--- config.mk ---
export PLATFORM = sky130hd
export DESIGN_NAME = lzrw1_stream_parser
export DESIGN_NICKNAME = d
export VERILOG_FILES = /design/src/rtl/lzrw1_stream_parser.sv
export SDC_FILE = /design/constraint.sdc
export NUM_CORES = 1
export LEC_CHECK = 0
export CAP_MARGIN = 10
export CORE_AREA = 5 5 98 100
export CTS_CLUSTER_DIAMETER = 80
export CTS_CLUSTER_SIZE = 30
export DETAILED_ROUTE_END_ITERATION = 16
export DIE_AREA = 0 0 103 105
export PLACE_DENSITY = 0.6
export SLEW_MARGIN = 20
export SYNTH_ARGS = -nofsm -noshare
export SYNTH_HDL_FRONTEND = slang
export SYNTH_SLANG_ARGS = --single-unit
--- constraint.sdc ---
create_clock -name clock -period 2.1 [get_ports clock]
set_clock_uncertainty 0.05 [all_clocks]
set_input_delay 0.315 -clock clock [delete_from_list [all_inputs] [get_ports clock]]
set_output_delay 0.315 -clock clock [all_outputs]
set_load 0.01 [all_outputs]
--- src/rtl/lzrw1_stream_parser.sv ---
// LZRW1 stream parser: splits a raw compressed byte stream into control-word-tagged
// items (literal byte or 16-bit copy word) for the decompressor's valid/busy input port.
module lzrw1_stream_parser #(
  parameter int unsigned CW_BITS = 16,
  parameter int unsigned CNT_W   = 16
) (
  input  logic             clock,
  input  logic             reset,
  input  logic [7:0]       byte_in,
  input  logic             byte_in_valid,
  input  logic             byte_in_last,
  output logic             byte_in_ready,
  input  logic             restart,
  output logic [15:0]      data_out,
  output logic             control_word_out,
  output logic             data_out_valid,
  input  logic             decompressor_busy,
  output logic [CNT_W-1:0] item_count,
  output logic             stream_done,
  output logic             format_error
);

  localparam int unsigned IdxW = $clog2(CW_BITS + 1);

  typedef enum logic [2:0] {
    StCwLo,
    StCwHi,
    StItemB0,
    StItemB1,
    StHold,
    StDone,
    StError
  } state_e;

  state_e          state_q;
  logic [15:0]     cw_q;      // shifted right once per item, so bit 0 is the current flag
  logic [IdxW-1:0] idx_q;
  logic            last_q;    // the held item's final byte carried last

  logic byte_fire;
  logic item_fire;

  assign byte_fire = byte_in_valid && byte_in_ready;
  assign item_fire = data_out_valid && !decompressor_busy;

  assign byte_in_ready = !reset &&
                         (state_q inside {StCwLo, StCwHi, StItemB0, StItemB1});

  always_ff @(posedge clock or posedge reset) begin
    if (reset) begin
      state_q          <= StCwLo;
      cw_q             <= '0;
      idx_q            <= '0;
      last_q           <= 1'b0;
      data_out         <= '0;
      control_word_out <= 1'b0;
      data_out_valid   <= 1'b0;
      item_count       <= '0;
      stream_done      <= 1'b0;
      format_error     <= 1'b0;
    end else if (restart) begin
      // Any held item is dropped; the next byte is a fresh control word.
      state_q        <= StCwLo;
      idx_q          <= '0;
      last_q         <= 1'b0;
      data_out_valid <= 1'b0;
      item_count     <= '0;
      stream_done    <= 1'b0;
      format_error   <= 1'b0;
    end else begin
      unique case (state_q)
        StCwLo: begin
          if (byte_fire) begin
            cw_q[7:0] <= byte_in;
            if (byte_in_last) begin
              state_q      <= StError;
              format_error <= 1'b1;
            end else begin
              state_q <= StCwHi;
            end
          end
        end
        StCwHi: begin
          if (byte_fire) begin
            cw_q[15:8] <= byte_in;
            idx_q      <= '0;
            if (byte_in_last) begin
              state_q      <= StError;
              format_error <= 1'b1;
            end else begin
              state_q <= StItemB0;
            end
          end
        end
        StItemB0: begin
          if (byte_fire) begin
            if (!cw_q[0]) begin
              data_out         <= {8'h00, byte_in};
              control_word_out <= 1'b0;
              data_out_valid   <= 1'b1;
              last_q           <= byte_in_last;
              state_q          <= StHold;
            end else begin
              data_out[15:8] <= byte_in;
              if (byte_in_last) begin
                state_q      <= StError;
                format_error <= 1'b1;
              end else begin
                state_q <= StItemB1;
              end
            end
          end
        end
        StItemB1: begin
          if (byte_fire) begin
            data_out[7:0]    <= byte_in;
            control_word_out <= 1'b1;
            data_out_valid   <= 1'b1;
            last_q           <= byte_in_last;
            state_q          <= StHold;
          end
        end
        StHold: begin
          if (item_fire) begin
            data_out_valid <= 1'b0;
            item_count     <= item_count + CNT_W'(1);
            if (last_q) begin
              state_q     <= StDone;
              stream_done <= 1'b1;
            end else begin
              cw_q  <= cw_q >> 1;
              idx_q <= idx_q + IdxW'(1);
              if (idx_q == IdxW'(CW_BITS - 1)) begin
                state_q <= StCwLo;
              end else begin
                state_q <= StItemB0;
              end
            end
          end
        end
        StDone:  state_q <= StDone;
        StError: state_q <= StError;
        default: state_q <= StError;
      endcase
    end
  end

endmodule
==> impl_metrics.toml <==
[clocking]
htreeDepth = 3
cts_hold_buf = 0
path_clk_slew_ns = 0.07
cts_tree = "done"
cts.repair_timing.setup_buffer_count = 0
clock_sinks = 61
clk_path_buf_depth = 2
cts_buffers = 9
root_buffer = "clkbuf_8"
insertion_delay_ns = 0.33
post_cts_resized = 0

[global_routing]
grt_max_degree = 62
grt_pass1_wl_um = 11600
grt_use_total_pct = 13.5
antenna_found_initial = 0
grt_pass1_vias = 2353
grt_overflow = 0

[floorplanning]
coreArea_um2 = 8590
fp.dieH_um = 105
die_x_um = 103
rows = 34
ios = 51
start_util_pct = 34.7
die_area_um2 = 10800

[sta]
tightest_slew_ns = 0.701
maxSlewHeadroom_pct = 53.3
hold_viol_final = 0
drv_slew = 0
fmax_ghz = 0.502
setup_viol = 0
fin_ws_ns = 0.110
hold_ws_ns = 0.402
period_needed_ns = 1.99
fin_crit_sh_pct = 94.8
rsz0062_at_grt = "false"

[worst_setup_path]
crit_chain = "buf_4, nor2_1, clkdlybuf4s50_1"
crit_family = "buffers and inverters"
critical_path.startpoint_type = "register"
critical_path_class = "register to output port"
critPathLaunch = "state_q[2]"
crit_fanout = 9
cp_num_buf_inv = 2
end_kind = "output port"
crit-reg2reg-launch = "state_q[2]"
arrival_ns = 1.63
cp_slowest_cell = "clkdlybuf4s50_1"
slowest_delay_ns = 0.54
required_ns = 1.74

[detailed_routing]
drc_errors = 0
wl_per_cell_um = 14.8
initialDrtViolationCount = 60
first_pass_iters = 4
ant_nets = 0
routed_wl_um = 6870
via_per_inst = 5.17
num_vias = 2394

[yosys]
postSynthCellCount = 288
ys_async_sr_fraction_pct = 100
synth_seq_cells = 61
synth.most_common_cell = "dfrtp_1"
synth-edff-count = 0
yosys.area.top_type = "dfrtp_1"
ys_top_cells_by_area = "dfrtp_1, nand2_1, a21oi_1"
synth_ff_type = "dfrtp_1"
netlist_area_um2 = 2980
ys_seq_area_share_pct = 51.2
avgSynthCellArea_um2 = 10.4
yosys_warnings = 0
synth_nets = 305
yosys.cell_types.count = 48
synth_common_cells = "dfrtp_1, nand2_1, a21oi_1"
synth_top_area_share_pct = 51.2

[final_layout]
drive_above_1_share_pct = 16.6
insertedDiodeCount = 0
syn_to_final_growth_pct = 31.6
post-route-util_pct = 45.7
fill_cells = 838
final_net_count = 367

[status]
outcome = "finished, final reports clean"

[pwr]
intPower_uw = 2430
switching_share_pct = 25.6
power_frac_comb_pct = 19.4
p_leak_uw = 0.00175
power.switching_uw = 839
pwr_density_cell_nw_per_um2 = 833
power.total_uw = 3270
peakVddDrop_uv = 567
seq_power_share_pct = 44.8
clockPowerShare_pct = 35.8

[placement]
place_hpwl_um = 4810
io_buffers = 50
gp_congestion = 0.725
place_ws_ns = -0.0676

[min_path]
hold_class = "primary input to async pin"

[flow_run]
drv_cap = 0
[sequential cells by signal, indices dropped and copies added (netlist names)]
signal / flops
control_word_out: 1
state_q: 3
cw_q: 16
format_error: 1
data_out: 16
item_count: 16
data_out_valid: 1
idx_q: 5
last_q: 1
stream_done: 1
[final timing paths]
path                                  endpoint  slack [ns]  cells after the start
worst max-delay path             byte_in_ready        0.11                      3
worst min-delay path              format_error        0.40                      3
worst max register to register  item_count[15]        0.22                      4
worst min register to register         cw_q[4]        0.43                      1
max in group asynchronous        item_count[6]        1.33                      3
min in group clock                     cw_q[4]        0.43                      1
[per-stage QoR]
| step | TNS (ns) | instances | area [um^2] |
|---|---|---|---|
| after floorplan | 0 | 288 | 2980 |
| after global placement | -0.468 | 447 | 3700 |
| after detailed placement | -0.708 | 447 | 3700 |
| after CTS | 0 | 463 | 3930 |
| after global routing | 0 | 463 | 3930 |
| final | 0 | 463 | 3930 |
[cells by family (layout without fill, tap and decap cells)]
group | count (synthesis) | count (layout) | synth area share, %
compound gates | 67 | 67 | 14.5
xor+xnor | 5 | 5 | 1.47
fa+ha+maj | 3 | 3 | 1.26
buf+inv | 22 | 89 | 3.31
flops | 61 | 61 | 51.2
mux | 19 | 19 | 8.22
simple gates | 111 | 111 | 20.0
[power by group through the flow]
stage | clock [uW] | combinational (uW) | sequential [uW]
floorplan | 0 | 316 | 1500
global placement | 0 | 632 | 1490
detailed placement | 0 | 639 | 1490
CTS | 1210 | 645 | 1470
global route | 1260 | 689 | 1490
finish | 1170 | 634 | 1470
[cells in the final DEF, fill, tap and decap left out, types with 2 or more instances in the layout]
master / synthesis / layout
dfrtp_1: 61 / 61
clkdlybuf4s50_1: 0 / 50
nand2_1: 38 / 38
a21oi_1: 25 / 25
buf_4: 1 / 17
nor2_1: 14 / 14
nand3_1: 11 / 11
clkbuf_8: 0 / 10
a22o_1: 9 / 9
or4_1: 9 / 9
o31ai_1: 9 / 9
a21o_1: 8 / 8
mux2_4: 8 / 8
mux2_2: 7 / 7
nor3_1: 6 / 6
o21ai_0: 6 / 6
nand4_1: 5 / 5
xor2_1: 4 / 4
nand2b_1: 4 / 4
or3_1: 4 / 4
a31oi_1: 4 / 4
inv_1: 4 / 3
and3_1: 3 / 3
ha_1: 3 / 3
nor2b_1: 2 / 2
nand3b_1: 2 / 2
and2_1: 2 / 2
nor3_2: 2 / 2
mux2_1: 2 / 2
bufinv_16: 0 / 2
clkinv_2: 0 / 2
buf_12: 0 / 2
[worst reg2reg max path, stage by stage, from the launching register on]
cell and delay, ns:
dfrtp_1 0.47, nor3b_4 0.20, a21oi_2 0.58, nor3_1 0.16, mux2_2 0.30
[final cells by class]
cell class	count	area (um^2)	area share, %
Multi-Input combinational cell	205	1360	34.6
Clock buffer	10	138	3.50
Timing Repair Buffer	69	668	17.0
Tap cell	108	135	3.44
Clock inverter	6	86.3	2.20
Sequential cell	61	1530	38.9
Inverter	4	15.0	0.382
[per-layer routing]
metal | global-route usage, % | wire [um] | vias up
met1 | 19.6 | 3320 | 1165
met2 | 19.3 | 3110 | 56
met5 | 0 | 0 | -
met3 | 3.80 | 330 | 8
met4 | 4.16 | 98 | 0
li1 | - | - | 1165
Note: power is estimated with default switching activity, not from simulation.
